`src/rtl/dcache_req_arbiter.sv`:
```
// ============================================================================
// Module   : dcache_req_arbiter
// Purpose  : Shares the HPDcache core request port between LSU and PTW, tags
//            requests with the owner SID, routes responses by SID and tracks
//            per-requester outstanding requests with a drain handshake.
//            Optional LSU anti-starvation: define DCACHE_ARB_STARVE_GUARD_EN.
// Revision : 1.0 - initial release
// ============================================================================
`default_nettype none

package dcache_req_arbiter_pkg;
    typedef struct packed {
        logic [31:0] addr;
        logic [31:0] wdata;
        logic [3:0]  op;
        logic [3:0]  be;
        logic [2:0]  sid;
        logic [3:0]  tid;
    } hpdcache_req_t;

    typedef struct packed {
        logic [31:0] rdata;
        logic [2:0]  sid;
        logic [3:0]  tid;
        logic        error;
    } hpdcache_rsp_t;
endpackage

module dcache_req_arbiter
    import dcache_req_arbiter_pkg::*;
#(
    parameter logic [2:0] SID_LSU         = 3'b001,
    parameter logic [2:0] SID_PTW         = 3'b010,
    parameter int         MAX_OUTSTANDING = 4,
    parameter int         STARVE_LIMIT    = 8
) (
    input  logic          clk_i,
    input  logic          rstn_i,
    input  logic          lsu_req_valid_i,
    input  hpdcache_req_t lsu_req_i,
    output logic          lsu_req_ready_o,
    input  logic          ptw_req_valid_i,
    input  hpdcache_req_t ptw_req_i,
    output logic          ptw_req_ready_o,
    output logic          dc_req_valid_o,
    output hpdcache_req_t dc_req_o,
    input  logic          dc_req_ready_i,
    input  logic          dc_rsp_valid_i,
    input  hpdcache_rsp_t dc_rsp_i,
    output logic          lsu_rsp_valid_o,
    output logic          ptw_rsp_valid_o,
    output hpdcache_rsp_t rsp_o,
    input  logic          drain_req_i,
    output logic          drained_o,
    output logic          err_sid_o
);

    localparam logic [2:0] c_MAX = 3'(MAX_OUTSTANDING);

    typedef enum logic [1:0] {
        ST_ARB   = 2'd0,
        ST_HOLD  = 2'd1,
        ST_DRAIN = 2'd2
    } state_e;

    state_e        r_state;
    state_e        w_state_nxt;
    logic          r_last_grant;      // 1 = PTW, 0 = LSU; also the HOLD owner
    logic [2:0]    r_lsu_cnt;
    logic [2:0]    r_ptw_cnt;
    logic [2:0]    w_lsu_cnt_nxt;
    logic [2:0]    w_ptw_cnt_nxt;
    logic          r_drained;

    logic          w_arb_en;
    logic          w_lsu_room;
    logic          w_ptw_room;
    logic          w_lsu_elig;
    logic          w_ptw_elig;
    logic          w_force_lsu;
    logic          w_grant_lsu;
    logic          w_grant_ptw;
    logic          w_owner_ptw;
    logic          w_dc_valid;
    logic          w_accept;
    logic          w_lsu_acc;
    logic          w_ptw_acc;
    logic          w_rsp_lsu;
    logic          w_rsp_ptw;
    logic          w_rsp_unk;
    logic          w_lsu_uf;
    logic          w_ptw_uf;
    hpdcache_req_t w_req;

    assign w_arb_en   = (r_state == ST_ARB) & ~drain_req_i;
    assign w_lsu_room = (r_lsu_cnt < c_MAX);
    assign w_ptw_room = (r_ptw_cnt < c_MAX);
    assign w_lsu_elig = lsu_req_valid_i & w_lsu_room & w_arb_en;
    assign w_ptw_elig = ptw_req_valid_i & w_ptw_room & w_arb_en;

`ifdef DCACHE_ARB_STARVE_GUARD_EN
    localparam int c_STARVE_W = (STARVE_LIMIT < 8) ? 3 : $clog2(STARVE_LIMIT + 1);
    localparam logic [c_STARVE_W-1:0] c_STARVE_MAX = c_STARVE_W'(STARVE_LIMIT);

    logic [c_STARVE_W-1:0] r_starve_cnt;

    assign w_force_lsu = w_lsu_elig & (r_starve_cnt >= c_STARVE_MAX);

    // Counts PTW accepts that happened while the LSU could have gone instead
    always_ff @(posedge clk_i or negedge rstn_i) begin
        if (!rstn_i) begin
            r_starve_cnt <= '0;
        end else if (w_lsu_acc) begin
            r_starve_cnt <= '0;
        end else if (w_ptw_acc & lsu_req_valid_i & w_lsu_room &
                     (r_starve_cnt < c_STARVE_MAX)) begin
            r_starve_cnt <= r_starve_cnt + 1'b1;
        end
    end
`else
    assign w_force_lsu = 1'b0;
`endif

    assign w_grant_ptw = w_ptw_elig & ~w_force_lsu;
    assign w_grant_lsu = w_lsu_elig & ~w_grant_ptw;

    always_comb begin
        w_state_nxt = r_state;
        w_owner_ptw = r_last_grant;
        w_dc_valid  = 1'b0;
        case (r_state)
            ST_ARB: begin
                if (w_grant_ptw | w_grant_lsu) begin
                    w_dc_valid  = 1'b1;
                    w_owner_ptw = w_grant_ptw;
                    if (!dc_req_ready_i) begin
                        w_state_nxt = ST_HOLD;
                    end
                end else if (drain_req_i) begin
                    w_state_nxt = ST_DRAIN;
                end
            end
            ST_HOLD: begin
                w_dc_valid = 1'b1;
                if (dc_req_ready_i) begin
                    w_state_nxt = drain_req_i ? ST_DRAIN : ST_ARB;
                end
            end
            ST_DRAIN: begin
                if (!drain_req_i) begin
                    w_state_nxt = ST_ARB;
                end
            end
            default: w_state_nxt = ST_ARB;
        endcase
    end

    always_comb begin
        w_req     = w_owner_ptw ? ptw_req_i : lsu_req_i;
        w_req.sid = w_owner_ptw ? SID_PTW : SID_LSU;
    end

    assign w_accept        = w_dc_valid & dc_req_ready_i;
    assign w_lsu_acc       = w_accept & ~w_owner_ptw;
    assign w_ptw_acc       = w_accept & w_owner_ptw;
    assign dc_req_valid_o  = w_dc_valid;
    assign dc_req_o        = w_req;
    assign lsu_req_ready_o = w_lsu_acc;
    assign ptw_req_ready_o = w_ptw_acc;

    assign w_rsp_lsu       = dc_rsp_valid_i & (dc_rsp_i.sid == SID_LSU);
    assign w_rsp_ptw       = dc_rsp_valid_i & (dc_rsp_i.sid == SID_PTW);
    assign w_rsp_unk       = dc_rsp_valid_i & ~w_rsp_lsu & ~w_rsp_ptw;
    // A same-cycle accept balances the response, so it is not an underflow
    assign w_lsu_uf        = w_rsp_lsu & (r_lsu_cnt == 3'd0) & ~w_lsu_acc;
    assign w_ptw_uf        = w_rsp_ptw & (r_ptw_cnt == 3'd0) & ~w_ptw_acc;
    assign lsu_rsp_valid_o = w_rsp_lsu;
    assign ptw_rsp_valid_o = w_rsp_ptw;
    assign rsp_o           = dc_rsp_i;
    assign err_sid_o       = w_rsp_unk | w_lsu_uf | w_ptw_uf;

    always_comb begin
        w_lsu_cnt_nxt = r_lsu_cnt;
        w_ptw_cnt_nxt = r_ptw_cnt;
        if (w_lsu_acc & ~w_rsp_lsu) begin
            w_lsu_cnt_nxt = r_lsu_cnt + 3'd1;
        end else if (~w_lsu_acc & w_rsp_lsu & (r_lsu_cnt != 3'd0)) begin
            w_lsu_cnt_nxt = r_lsu_cnt - 3'd1;
        end
        if (w_ptw_acc & ~w_rsp_ptw) begin
            w_ptw_cnt_nxt = r_ptw_cnt + 3'd1;
        end else if (~w_ptw_acc & w_rsp_ptw & (r_ptw_cnt != 3'd0)) begin
            w_ptw_cnt_nxt = r_ptw_cnt - 3'd1;
        end
    end

    always_ff @(posedge clk_i or negedge rstn_i) begin
        if (!rstn_i) begin
            r_state      <= ST_ARB;
            r_last_grant <= 1'b0;
            r_lsu_cnt    <= 3'd0;
            r_ptw_cnt    <= 3'd0;
            r_drained    <= 1'b0;
        end else begin
            r_state   <= w_state_nxt;
            r_lsu_cnt <= w_lsu_cnt_nxt;
            r_ptw_cnt <= w_ptw_cnt_nxt;
            r_drained <= (w_state_nxt == ST_DRAIN) &
                         (w_lsu_cnt_nxt == 3'd0) & (w_ptw_cnt_nxt == 3'd0);
            if ((r_state == ST_ARB) & (w_grant_ptw | w_grant_lsu)) begin
                r_last_grant <= w_grant_ptw;
            end
        end
    end

    assign drained_o = r_drained;

endmodule

`default_nettype wire

```
`config.mk`:
```
export PLATFORM = sky130hd
export DESIGN_NAME = dcache_req_arbiter
export DESIGN_NICKNAME = d
export VERILOG_FILES = /design/src/rtl/dcache_req_arbiter.sv
export SDC_FILE = /design/constraint.sdc
export NUM_CORES = 1
export LEC_CHECK = 0
export ABC_AREA = 1
export CAP_MARGIN = 20
export CORE_AREA = 2 2 129 131
export CTS_BUF_LIST = sky130_fd_sc_hd__clkbuf_8
export DETAILED_ROUTE_END_ITERATION = 8
export DIE_AREA = 0 0 131 133
export GPL_TIMING_DRIVEN = 0
export MAX_ROUTING_LAYER = met4
export PLACE_DENSITY = 0.5
export SETUP_SLACK_MARGIN = 0.2
export SLEW_MARGIN = 15
export SYNTH_ARGS = -nofsm -noshare
export SYNTH_HDL_FRONTEND = slang
export SYNTH_SLANG_ARGS = --single-unit
```
`constraint.sdc`:
```
create_clock -name clk_i -period 1.47 [get_ports clk_i]
set_input_delay 0.147 -clock clk_i [delete_from_list [all_inputs] [get_ports clk_i]]
set_output_delay 0.147 -clock clk_i [all_outputs]
set_load 0.02 [all_outputs]
```
# Word level (Yosys, flattened, before mapping)
# Cells that the tools add are included.
dict set report classes {
  addsub 4
  mul 0
  n_div 0
  order_cmp 2
  eq_ne 5
  shifts 0
  n_mux 17
  bitwise 36
  n_reduce_logical 7
}
# cell count
set ops {}
lappend ops {{two-way mux 79 bit} 1}
lappend ops {{bitwise AND 1 bit} 26}
lappend ops {{two-way mux 2 bit} 7}
lappend ops {{logical NOT 3 bit} 4}
lappend ops {{two-way mux 3 bit} 4}
lappend ops {{inverter 1 bit} 7}
lappend ops {{adder 3 x 1 -> 3 bit, second input constant} 2}
lappend ops {{less-than comparator 3 bit, second input constant} 2}
lappend ops {{case mux 2 bit (3 select lines)} 1}
lappend ops {{nonzero test 3 bit} 2}
lappend ops {{subtractor 3 x 1 -> 3 bit, second input constant} 2}
lappend ops {{equality test 2 bit, second input constant} 2}
lappend ops {{equality test 3 x 1 -> 1 bit, second input constant} 1}
lappend ops {{equality test 3 x 2 -> 1 bit, second input constant} 1}
lappend ops {{two-way mux 1 bit} 3}
lappend ops {{OR 1 bit} 3}
lappend ops {{equality test 2 x 1 -> 1 bit, second input constant} 1}
lappend ops {{logical NOT 2 bit} 1}
lappend ops {{case mux 1 bit (2 select lines)} 1}
dict set report totals {
  reg_bits 10
  latchBits 0
  mem_bits_rw 0
  mem_bits_ro 0
  input_bits 205
  memories 0
}

# Depth between registers and ports, before layout
dict set report logic_depth {
  depth_word 18
  mapped_depth 15
  depth_no_buf 15
}

# Least setup slack after synthesis
# OpenSTA, ideal clock, no wires.
dict set report synth_path {
  path_kind {register -> output}
  from {reg r_state[1]}
  to {out dc_req_o[69] in the netlist's numbering}
  arrival_ps 1547
  t_required_ps 1323
  setup_slack_ps -224
  stages_incl_launch_ff 7
  path_buffers 1
  cell_sequence {dfrtp_1 nor2_4 nand3_4 a21oi_4 buf_1 nand2_1 nand2_1}
}
# element line_no
set synth_rtl {}
lappend synth_rtl {{from (decl)} 66} ;# state_e r_state;
lappend synth_rtl {{from (signal assigned)} 205} ;# r_state <= w_state_nxt;
lappend synth_rtl {{to (decl)} 46} ;# output hpdcache_req_t dc_req_o,

==> summary.txt <==
Chip width -> 131 µm
CTS Root Cell -> clkbuf_8
CP Launch Point -> r_state[0]
Post-Layout Inst Area -> 7278 µm²
Internal power -> 5.991 mW
Sum of negative setup slack -> -41130 ps
Port Buffers -> 286
Core Area -> 16170 µm²
R2R setup slack -> -460 ps
Via density -> 3.882
Max clock buf depth -> 2
Setup violators final -> 89
CTS Buf Count -> 3
Die Ht -> 133 µm
Final min period -> 2006 ps
Top Ports -> 331
Initial DRC Count -> 56
Setup crit end -> dc_req_o[44]
Sw Share -> 47.56%
Detail Placement HPWL -> 10430 µm
Mean Syn Cell Area -> 5.247 µm²
Final WS setup -> -536.4 ps
First-pass GRT wire length -> 18220 µm
DRC -> 0
Synth-to-Final Area Change -> 253.0%
Routability cong. -> 0.7772
Row Count -> 47
Core Util, Final -> 45.01%
Post-synth cell types -> 26
Leading post-synthesis cells by cell area -> nand2_1 (47%), buf_4 (15%), dfrtp_1 (12%), ha_1 (3.6%), nand3_4 (3.4%)
WL/cell -> 14.35 µm
Cell Area, Placed -> 5958 µm²
Worst-skew pair later-pin latency -> 230 ps
Fin. Hold Viols -> 0
Violated checks -> setup timing
PwrDens -> 1570 nW/µm²
Status -> finished, violations left
Post-Syn Instances -> 393
Final period util -> 136.5%
Reg2reg start -> r_state[0]
Vias -> 3649
Clk slew on worst S/H paths -> 50 ps
Synth top area share -> 46.78%
Final WL -> 13490 µm
Clock Power Share -> 2.5%
Maximum clock rate -> 0.4984 GHz
Sequential share of power -> 4.3%
#FFs+latches synth -> 10
CTS tree -> yes
Layout fillers -> 1581
Crit-path max FO -> 6
Net count reported at finish -> 933
All-Layer GR Usage -> 13.34%
CP Launch Type -> register
H-tree level count -> 1
Crit path DAT -> 1860 ps
Post-route ant nets -> 0
Share of layout cells above drive strength 1 -> 57.36%
Syn_nets -> 604
Clock Sinks -> 10
CTS Hold Bufs -> 0
Leak -> 3.479 nW
Total power -> 11.42 mW
Clock Skew -> 1.049 ps
Initial Utilization -> 12.75%
Pre-CTS setup slack -> -1228 ps
VDD IR max -> 0.6827 mV
Number of global-route vias before repair -> 3595
Initial antenna violation count -> 0
WS Path Type -> register to primary output
Yosys warning total -> 0
Die area -> 17420 µm²
Final Max Tran Viols -> 0
Max-Cap Viols -> 0
Pre-Repair DR Iteration Count -> 4
Unrepaired setup endpoints after global routing -> true
Post-Syn Area -> 2062 µm²
Overflow after GRT -> 0
Synth area leader -> nand2_1
N_diodes -> 0
Worst min-delay path category -> primary input to async pin
Setup crit end kind -> primary output
Power share of the combinational group -> 93.2%
Worst r2r path cells -> 13
Required @ worst endpoint -> 1320 ps
R2r endpoint -> drained_o
Switching Power -> 5.434 mW
Sequential area share after synthesis -> 12.14%
Largest net degree at the start of global routing -> 11
## worst max-delay path: stages, from the launching register on
cell and delay (ps):
dfrtp_1 410, nor2_4 190, nand3_4 120, a21oi_4 210, buf_12 150, buf_12 140, clkbuf_16 170, nand2_4 50
nand2_2 60, buf_6 120
## layout by cell type, fill, tap and decap left out
cell and n:
a21oi_1 1, a21oi_4 1, a31oi_1 1, buf_12 9, buf_2 2, buf_4 51
buf_6 97, buf_8 6, clkbuf_16 14, clkbuf_2 1, clkbuf_8 4, clkdlybuf4s15_1 1
clkdlybuf4s50_1 195, conb_1 1, dfrtp_1 9, dfrtp_2 1, dlygate4sd2_1 3, dlymetal6s2s_1 2
ha_1 6, inv_1 14, inv_2 8, inv_4 1, nand2_1 62, nand2_2 82
nand2_4 116, nand2_8 1, nand3_1 2, nand3_2 5, nand3_4 7, nand4_1 4
nor2_1 2, nor2_2 4, nor2_4 2, nor3_2 1, o211ai_1 2, xnor2_1 1
xor2_1 1
## kinds of logic (layout without fill, tap and decap cells)
logic type	Yosys count	count (layout)	synth area share (%)
buf+inv	81	408	22.69
xor+xnor	2	2	0.8497
other cells	1	1	0.1819
compound gates	5	5	2.063
flops	10	10	12.14
fa+ha+maj	6	6	3.641
simple gates	288	288	58.43
## worst min path at each step
stage / startpoint / end / slack, ps / depth (start not counted)
floorplan: rstn_i / drained_o / -150 / 0
global placement: rstn_i / drained_o / 500 / 1
detailed placement: rstn_i / drained_o / 510 / 1
CTS: rstn_i / drained_o / 260 / 1
global route: rstn_i / r_ptw_cnt[0] / 290 / 1
finish: rstn_i / drained_o / 240 / 1
## metal layers
metal	wire length [µm]	track usage, %	share of wire [%]	vias up
li1	-	-	-	1797
met3	1102	1.901	8.2	13
met5	0	-	0	-
met4	112	1.537	0.83	0
met2	7589	26.17	56	176
met1	4684	14.24	35	1663
## per-stage QoR
step,hold slack [ps],cells
finish,242.5,940
detailed placement,505.2,899
CTS,258.4,927
global route,289.5,940
floorplan,-148.6,393
global placement,497.3,899
## state kept, by name, indices dropped and copies added, names as in the netlist
| signal | cells |
|---|---|
| drained_o | 1 |
| r_last_grant | 1 |
| r_lsu_cnt | 3 |
| r_ptw_cnt | 3 |
| r_state | 2 |
## cell usage after synthesis
library cell,count
nor2_4,2
buf_1,4
nand3_4,4
nor3_1,1
conb_1,1
nor2_1,4
nand4_1,4
ha_1,6
nand2_1,257
nor2_2,2
nand2_4,1
xnor2_1,1
a21oi_4,1
nand3_1,8
dfrtp_1,10
a21oi_1,1
inv_1,18
buf_2,5
xor2_1,1
inv_2,5
clkbuf_1,7
nand3_2,2
nand2_2,3
o211ai_1,2
a31oi_1,1
buf_4,42
## area by class of cell
| class | instances | area (µm²) | area share, % |
|---|---|---|---|
| buffer | 58 | 605.6 | 8.320 |
| timing repair buffer | 324 | 3532 | 48.53 |
| inverter | 23 | 88.84 | 1.221 |
| sequential | 10 | 251.5 | 3.455 |
| clock buffer | 3 | 41.29 | 0.5673 |
| tap | 220 | 275.3 | 3.782 |
| multi-input combinational | 302 | 2484 | 34.12 |
## repair_timing
action | in CTS | in global routing
gates cloned | 3 | 8
setup buffers | 22 | 5
endpoints found under the setup margin | 95 | 93
gates resized for setup | 562 | 145
pin swaps | 43 | 38
## power groups by stage
stage	Clock (mW)	Sequential, mW	Combinational, mW
floorplan	0	0.456	4.70
global placement	0	0.475	7.72
detailed placement	0	0.482	7.76
CTS	0.290	0.485	9.15
global route	0.311	0.508	11.3
finish	0.283	0.490	10.7
(Power assumes the default switching activity.)
